===== src/rtl/mem_port_arbiter_pkg.sv =====
// Shared types for the unified-memory port arbiter.
// Owner tags, default widths and a small owner helper.
package mem_port_arbiter_pkg;

    typedef enum logic {
        OWNER_INSTR = 1'b0,
        OWNER_DATA  = 1'b1
    } mem_owner_e;

    localparam int ADDR_W_DEF      = 32;
    localparam int DATA_W_DEF      = 32;
    localparam int MAX_PENDING_DEF = 4;

    function automatic mem_owner_e other_owner(input mem_owner_e o);
        return (o == OWNER_INSTR) ? OWNER_DATA : OWNER_INSTR;
    endfunction

endpackage


===== src/rtl/mem_port_arbiter_fifo.sv =====
// pending_owner_fifo: in-order owner tag per outstanding read.
// Ports: clk, rst, push/push_owner, pop, head, full, empty.
module pending_owner_fifo
    import mem_port_arbiter_pkg::*;
#(
    parameter int DEPTH = 4
) (
    input  logic       clk,
    input  logic       rst,
    input  logic       push,
    input  mem_owner_e push_owner,
    input  logic       pop,
    output mem_owner_e head,
    output logic       full,
    output logic       empty
);
    localparam int PW = $clog2(DEPTH);
    localparam int CW = PW + 1;

    logic [PW-1:0] wr_ptr;
    logic [PW-1:0] rd_ptr;
    logic [CW-1:0] count;
    mem_owner_e    slot [DEPTH];
    logic          do_push;
    logic          do_pop;

    assign empty   = (count == '0);
    assign full    = (count == CW'(DEPTH));
    assign head    = slot[rd_ptr];
    assign do_pop  = pop && !empty;
    // A pop in the same cycle frees the slot a full FIFO needs.
    assign do_push = push && (!full || do_pop);

    always_ff @(posedge clk or posedge rst) begin
        if (rst) begin
            wr_ptr <= '0;
            rd_ptr <= '0;
            count  <= '0;
        end else begin
            if (do_push) wr_ptr <= wr_ptr + PW'(1);
            if (do_pop)  rd_ptr <= rd_ptr + PW'(1);
            case ({do_push, do_pop})
                2'b10:   count <= count + CW'(1);
                2'b01:   count <= count - CW'(1);
                default: count <= count;
            endcase
        end
    end

    always_ff @(posedge clk) begin
        if (do_push) slot[wr_ptr] <= push_owner;
    end

endmodule


===== src/rtl/mem_port_arbiter.sv =====
// Round-robin share of one pipelined Avalon-MM agent between
// instr host (i_*, read-only) and data host (d_*, read/write).
// Ports: clk, rst; i_* instr host; d_* data host; m_* agent;
// rsp_error flags a readdatavalid that had no read pending.
module mem_port_arbiter
    import mem_port_arbiter_pkg::*;
#(
    parameter int ADDR_W      = ADDR_W_DEF,
    parameter int DATA_W      = DATA_W_DEF,
    parameter int MAX_PENDING = MAX_PENDING_DEF
) (
    input  logic                clk,
    input  logic                rst,
    input  logic [ADDR_W-1:0]   i_address,
    input  logic                i_read,
    output logic                i_waitrequest,
    output logic [DATA_W-1:0]   i_readdata,
    output logic                i_readdatavalid,
    input  logic [ADDR_W-1:0]   d_address,
    input  logic                d_read,
    input  logic                d_write,
    input  logic [DATA_W-1:0]   d_writedata,
    input  logic [DATA_W/8-1:0] d_byteenable,
    output logic                d_waitrequest,
    output logic [DATA_W-1:0]   d_readdata,
    output logic                d_readdatavalid,
    output logic [ADDR_W-1:0]   m_address,
    output logic                m_read,
    output logic                m_write,
    output logic [DATA_W-1:0]   m_writedata,
    output logic [DATA_W/8-1:0] m_byteenable,
    input  logic                m_waitrequest,
    input  logic [DATA_W-1:0]   m_readdata,
    input  logic                m_readdatavalid,
    output logic                rsp_error
);
    localparam int BE_W = DATA_W / 8;

    mem_owner_e rr_last;
    mem_owner_e lock_owner;
    mem_owner_e gnt;
    mem_owner_e head;
    logic       lock;
    logic       any_req;
    logic       fifo_full;
    logic       fifo_empty;
    logic       pop;
    logic       rd_room;
    logic       i_elig;
    logic       d_elig;
    logic       accept;

    // Reset gates every combinational path so outputs go idle at once.
    assign pop     = !rst && m_readdatavalid && !fifo_empty;
    assign rd_room = !fifo_full || pop;
    assign i_elig  = i_read && rd_room;
    assign d_elig  = d_write || (d_read && rd_room);

    always_comb begin
        gnt     = OWNER_INSTR;
        any_req = 1'b0;
        if (rst) begin
            any_req = 1'b0;
        end else if (lock) begin
            gnt     = lock_owner;
            any_req = 1'b1;
        end else begin
            unique case (1'b1)
                i_elig && d_elig: begin
                    gnt     = other_owner(rr_last);
                    any_req = 1'b1;
                end
                d_elig && !i_elig: begin
                    gnt     = OWNER_DATA;
                    any_req = 1'b1;
                end
                i_elig && !d_elig: begin
                    gnt     = OWNER_INSTR;
                    any_req = 1'b1;
                end
                default: any_req = 1'b0;
            endcase
        end
    end

    assign m_read = any_req &&
        ((gnt == OWNER_DATA) ? d_read : i_read);
    assign m_write = any_req && (gnt == OWNER_DATA) && d_write;
    assign m_address = (gnt == OWNER_DATA) ? d_address : i_address;
    assign m_writedata = d_writedata;
    assign m_byteenable = (gnt == OWNER_DATA) ?
        d_byteenable : {BE_W{1'b1}};
    assign accept = (m_read || m_write) && !m_waitrequest;

    assign i_waitrequest =
        !(any_req && gnt == OWNER_INSTR) || m_waitrequest;
    assign d_waitrequest =
        !(any_req && gnt == OWNER_DATA) || m_waitrequest;

    assign i_readdata      = m_readdata;
    assign d_readdata      = m_readdata;
    assign i_readdatavalid = pop && (head == OWNER_INSTR);
    assign d_readdatavalid = pop && (head == OWNER_DATA);

    pending_owner_fifo #(
        .DEPTH (MAX_PENDING)
    ) u_fifo (
        .clk        (clk),
        .rst        (rst),
        .push       (accept && m_read),
        .push_owner (gnt),
        .pop        (pop),
        .head       (head),
        .full       (fifo_full),
        .empty      (fifo_empty)
    );

    always_ff @(posedge clk or posedge rst) begin
        if (rst) begin
            lock       <= 1'b0;
            lock_owner <= OWNER_INSTR;
            rr_last    <= OWNER_INSTR;
            rsp_error  <= 1'b0;
        end else begin
            lock <= (m_read || m_write) && m_waitrequest;
            if (m_read || m_write) lock_owner <= gnt;
            if (accept) rr_last <= gnt;
            if (m_readdatavalid && fifo_empty) rsp_error <= 1'b1;
        end
    end

endmodule


===== config.mk =====
export PLATFORM = sky130hd
export DESIGN_NAME = mem_port_arbiter
export DESIGN_NICKNAME = d
export VERILOG_FILES = /design/src/rtl/mem_port_arbiter_pkg.sv /design/src/rtl/mem_port_arbiter_fifo.sv /design/src/rtl/mem_port_arbiter.sv
export SDC_FILE = /design/constraint.sdc
export NUM_CORES = 1
export LEC_CHECK = 0
export ABC_AREA = 1
export BUFFER_PORTS_ARGS = -buffer_cell sky130_fd_sc_hd__buf_4
export CAP_MARGIN = 5
export CORE_AREA = 8 8 100 102
export DETAILED_ROUTE_END_ITERATION = 12
export DIE_AREA = 0 0 108 110
export PLACE_DENSITY = 0.67
export SLEW_MARGIN = 40
export SYNTH_ARGS = -nofsm -noshare
export SYNTH_HDL_FRONTEND = slang
export SYNTH_SLANG_ARGS = --single-unit

===== constraint.sdc =====
create_clock -name clk -period 3.3 [get_ports clk]
set_clock_uncertainty 0.2 [all_clocks]
set_input_delay 0.66 -clock clk [delete_from_list [all_inputs] [get_ports clk]]
set_output_delay 0.66 -clock clk [all_outputs]
set_load 0.01 [all_outputs]

==> flow_summary_export.csv <==
group,metric,value,unit
power_and_ir_drop,leakagePower,1.35,nW
sta,setup_viol,0,
global_route,grt_max_degree,41,
placed_design,gp_congestion,0.743,
sta,fmax,349,MHz
clock_network,cts-root-buf,"clkbuf_8",
critical_path,critPathKind,"in -> out",
clock_network,numCtsBuffers,3,
floorplanning,core-area,8470,sq um
run_status,status,"finished clean",
sta,fin_setup_tns,0,ps
placed_design,dpl.hpwl,6.20,mm
logic_synthesis,synth_cell_types,28,
critical_path,cp-end-kind,"output port",
floorplanning,num_rows,34,
critical_path,path_cells,"buf_4 -> inv_2 -> nand2_1 -> nand3_4 -> nand2_2 -> nand2_2 -> nand3_4 -> inv_4 -> nand2_1 -> nand2_1 -> buf_4",
critical_path,path_max_fanout,40,
min_path,hold_path_class,"in -> async",
layout,fill_cells,943,
layout,design_area,2390,sq um
route,totalWireLength,7.01,mm
critical_path,r2r_end,"u_fifo.count[2]$_DFFE_PP0P_",
logic_synthesis,syn_nets,452,
global_route,grt_pass1_wl,10.5,mm
clock_network,ctsLongestPathBuffers,2,
layout,syn_to_final_growth,14.4,%
global_route,grt_pass1_vias,1934,
power_and_ir_drop,powerDensity,483,nW/um^2
layout,n_antenna_cell,0,
clock_network,clkTransAtPathRegs,70,ps
logic_synthesis,ys_ff_latch,15,
clock_network,post-cts-setup-buffer-count,0,
sta,rsz0062_at_grt,"false",
sta,post-route-period-util,0.867,
placed_design,place_area,2340,sq um
clock_network,cts_sinks,15,
sta,slew_headroom,0.725,
sta,hold_violations,0,
clock_network,cts-htree-levels,1,
clock_network,cts_hold_buf,0,
floorplanning,die_x,108,microns
logic_synthesis,avgSynthCellArea,6.80,sq um
clock_network,cts_tree,"done",
critical_path,required,2440,ps
floorplanning,initial_utilization,0.247,
floorplanning,die_y,110,microns
sta,tightestPinTransition,413,ps
logic_synthesis,syn_inst,307,
route,drt_first_pass_iters,4,
critical_path,ff2ff_path_depth,15,
critical_path,crit_top_cell,"nand2_1",
critical_path,crit_slowest_cell,"inv_4",
global_route,antenna_found_initial,0,
route,vias,1732,
layout,multi_input_area,820,sq um
layout,area.sequential,395,sq um
clock_network,clock_latency,250,ps
global_route,grt_usage,0.111,
critical_path,cp_slowest_stage_delay,350,ps
power_and_ir_drop,irDropWorstVdd,0.000143,V
logic_synthesis,yosysWarningCount,0,
route,drt_iter0_drc,33,
job,cap_viol_max_count,0,
route,routedWlPerCell,16.1,microns
logic_synthesis,syn_area,2090,sq um
layout,layout-drive-gt1-share,0.443,
route,vias_per_cell,3.98,
critical_path,r2r-start,"u_fifo.count[0]$_DFFE_PP0P_",
floorplanning,die_area,11900,sq um
global_route,grt.overflow.total,0,
sta,slew_viol_final,0,
critical_path,cp.arrival,2000,ps
sta,period_needed,2860,ps
placed_design,io_buffers,117,
clock_network,cts_resized,0,
floorplanning,io_pins,278,
layout,nets,473,
critical_path,cp-start-kind,"input pin",
logic_synthesis,yosysSeqAreaShare,0.189,
route,drc,0,
route,antenna_left,0,
critical_path,worst-r2r-setup-slack,660,ps
==> sequential cells by signal (all words and copies together) (netlist names) <==
name	flops
u_fifo.wr_ptr	2
lock_owner	1
rsp_error	1
lock	1
u_fifo.count	3
u_fifo.slot	4
u_fifo.rd_ptr	2
rr_last	1
==> power by group <==
part / internal (mW) / switching (mW)
sequential: 0.252 / 0.0576
combinational: 0.310 / 0.385
clock: 0.0836 / 0.0666
==> kinds of logic (layout without fill, tap and decap cells) <==
group / count (synthesis) / in the layout / synth area share
XOR/XNOR: 3 / 3 / 0.0126
flip-flops: 15 / 15 / 0.189
AO/OA/AOI/OAI: 10 / 10 / 0.0276
buffers and inverters: 128 / 148 / 0.418
AND/OR/NAND/NOR: 145 / 145 / 0.313
adder cells (fa/ha/maj): 6 / 6 / 0.0396
==> cells in the mapped netlist, drive strengths merged <==
| master | count | area [sq um] |
|---|---|---|
| nand2 | 119 | 472 |
| buf | 103 | 773 |
| inv | 25 | 98.9 |
| nor2 | 12 | 62.6 |
| dfrtp | 11 | 275 |
| nand3 | 9 | 87.6 |
| a21oi | 5 | 25.0 |
| ha | 5 | 62.6 |
| edfxtp | 4 | 120 |
| or2 | 4 | 25.0 |
| o21ai | 3 | 15.0 |
| xor2 | 2 | 17.5 |
| a31o | 1 | 8.76 |
| a32oi | 1 | 8.76 |
| fa | 1 | 20.0 |
| nand4 | 1 | 6.26 |
| xnor2 | 1 | 8.76 |
==> worst max-delay path, delay by kind of cell <==
kind | cells | cell delay [ps]
and+or+nand+nor | 7 | 670
buffers and inverters | 4 | 660
==> metrics by stage <==
| step | instances | power (mW) | worst slack (ps) | utilization | hold slack (ps) |
|---|---|---|---|---|---|
| finish | 435 | 1.15 | 438 | 0.282 | 203 |
| global route | 435 | 1.26 | 297 | 0.282 | 217 |
| CTS | 435 | 1.17 | 422 | 0.282 | 211 |
| detailed placement | 431 | 1.02 | 368 | 0.277 | 266 |
| global placement | 431 | 0.999 | 396 | 0.277 | 256 |
| floorplan | 307 | 0.834 | 437 | - | 241 |
==> how the worst max path moves through the flow <==
stage	from	endpoint	slack [ps]	cells after the start
floorplan	rst	u_fifo.count[2]$_DFFE_PP0P_	440	15
global placement	rst	u_fifo.count[2]$_DFFE_PP0P_	400	16
detailed placement	rst	u_fifo.count[2]$_DFFE_PP0P_	370	16
CTS	m_readdatavalid	m_address[0]	420	10
global route	rst	m_address[9]	300	11
finish	rst	m_address[30]	440	11
==> per-layer routing <==
layer / routed length (microns) / vias to the layer above / GRT usage
li1: - / 864 / -
met1: 2460 / 722 / 0.112
met2: 3690 / 138 / 0.200
met3: 824 / 8 / 0.0616
met4: 36 / 0 / 0.0159
met5: 0 / - / 0
==> final cells by class <==
type	instances	area share
Multi-Input combinational cell	164	0.343
Sequential cell	15	0.166
Inverter	25	0.0414
Timing Repair Buffer	119	0.374
Tap cell	108	0.0566
Clock buffer	3	0.0173
Clock inverter	1	0.00210
==> placed cells by master, fill, tap and decap left out <==
| master | n |
|---|---|
| or2_1 | 4 |
| o21ai_1 | 1 |
| nor2_4 | 1 |
| a32oi_1 | 1 |
| xor2_1 | 2 |
| clkbuf_8 | 3 |
| a31o_2 | 1 |
| nand3_2 | 1 |
| inv_2 | 2 |
| inv_4 | 2 |
| nand3_1 | 5 |
| nand2_1 | 111 |
| nand3_4 | 3 |
| ha_1 | 5 |
| nor2_1 | 7 |
| a21oi_1 | 5 |
| edfxtp_1 | 4 |
| clkinv_2 | 1 |
| nand4_1 | 1 |
| nand2_2 | 7 |
| inv_1 | 21 |
| xnor2_1 | 1 |
| o21ai_0 | 2 |
| nor2_2 | 4 |
| dfrtp_1 | 11 |
| nand2_4 | 1 |
| buf_4 | 119 |
| fa_1 | 1 |
Note: power is estimated with default switching activity, not from simulation.
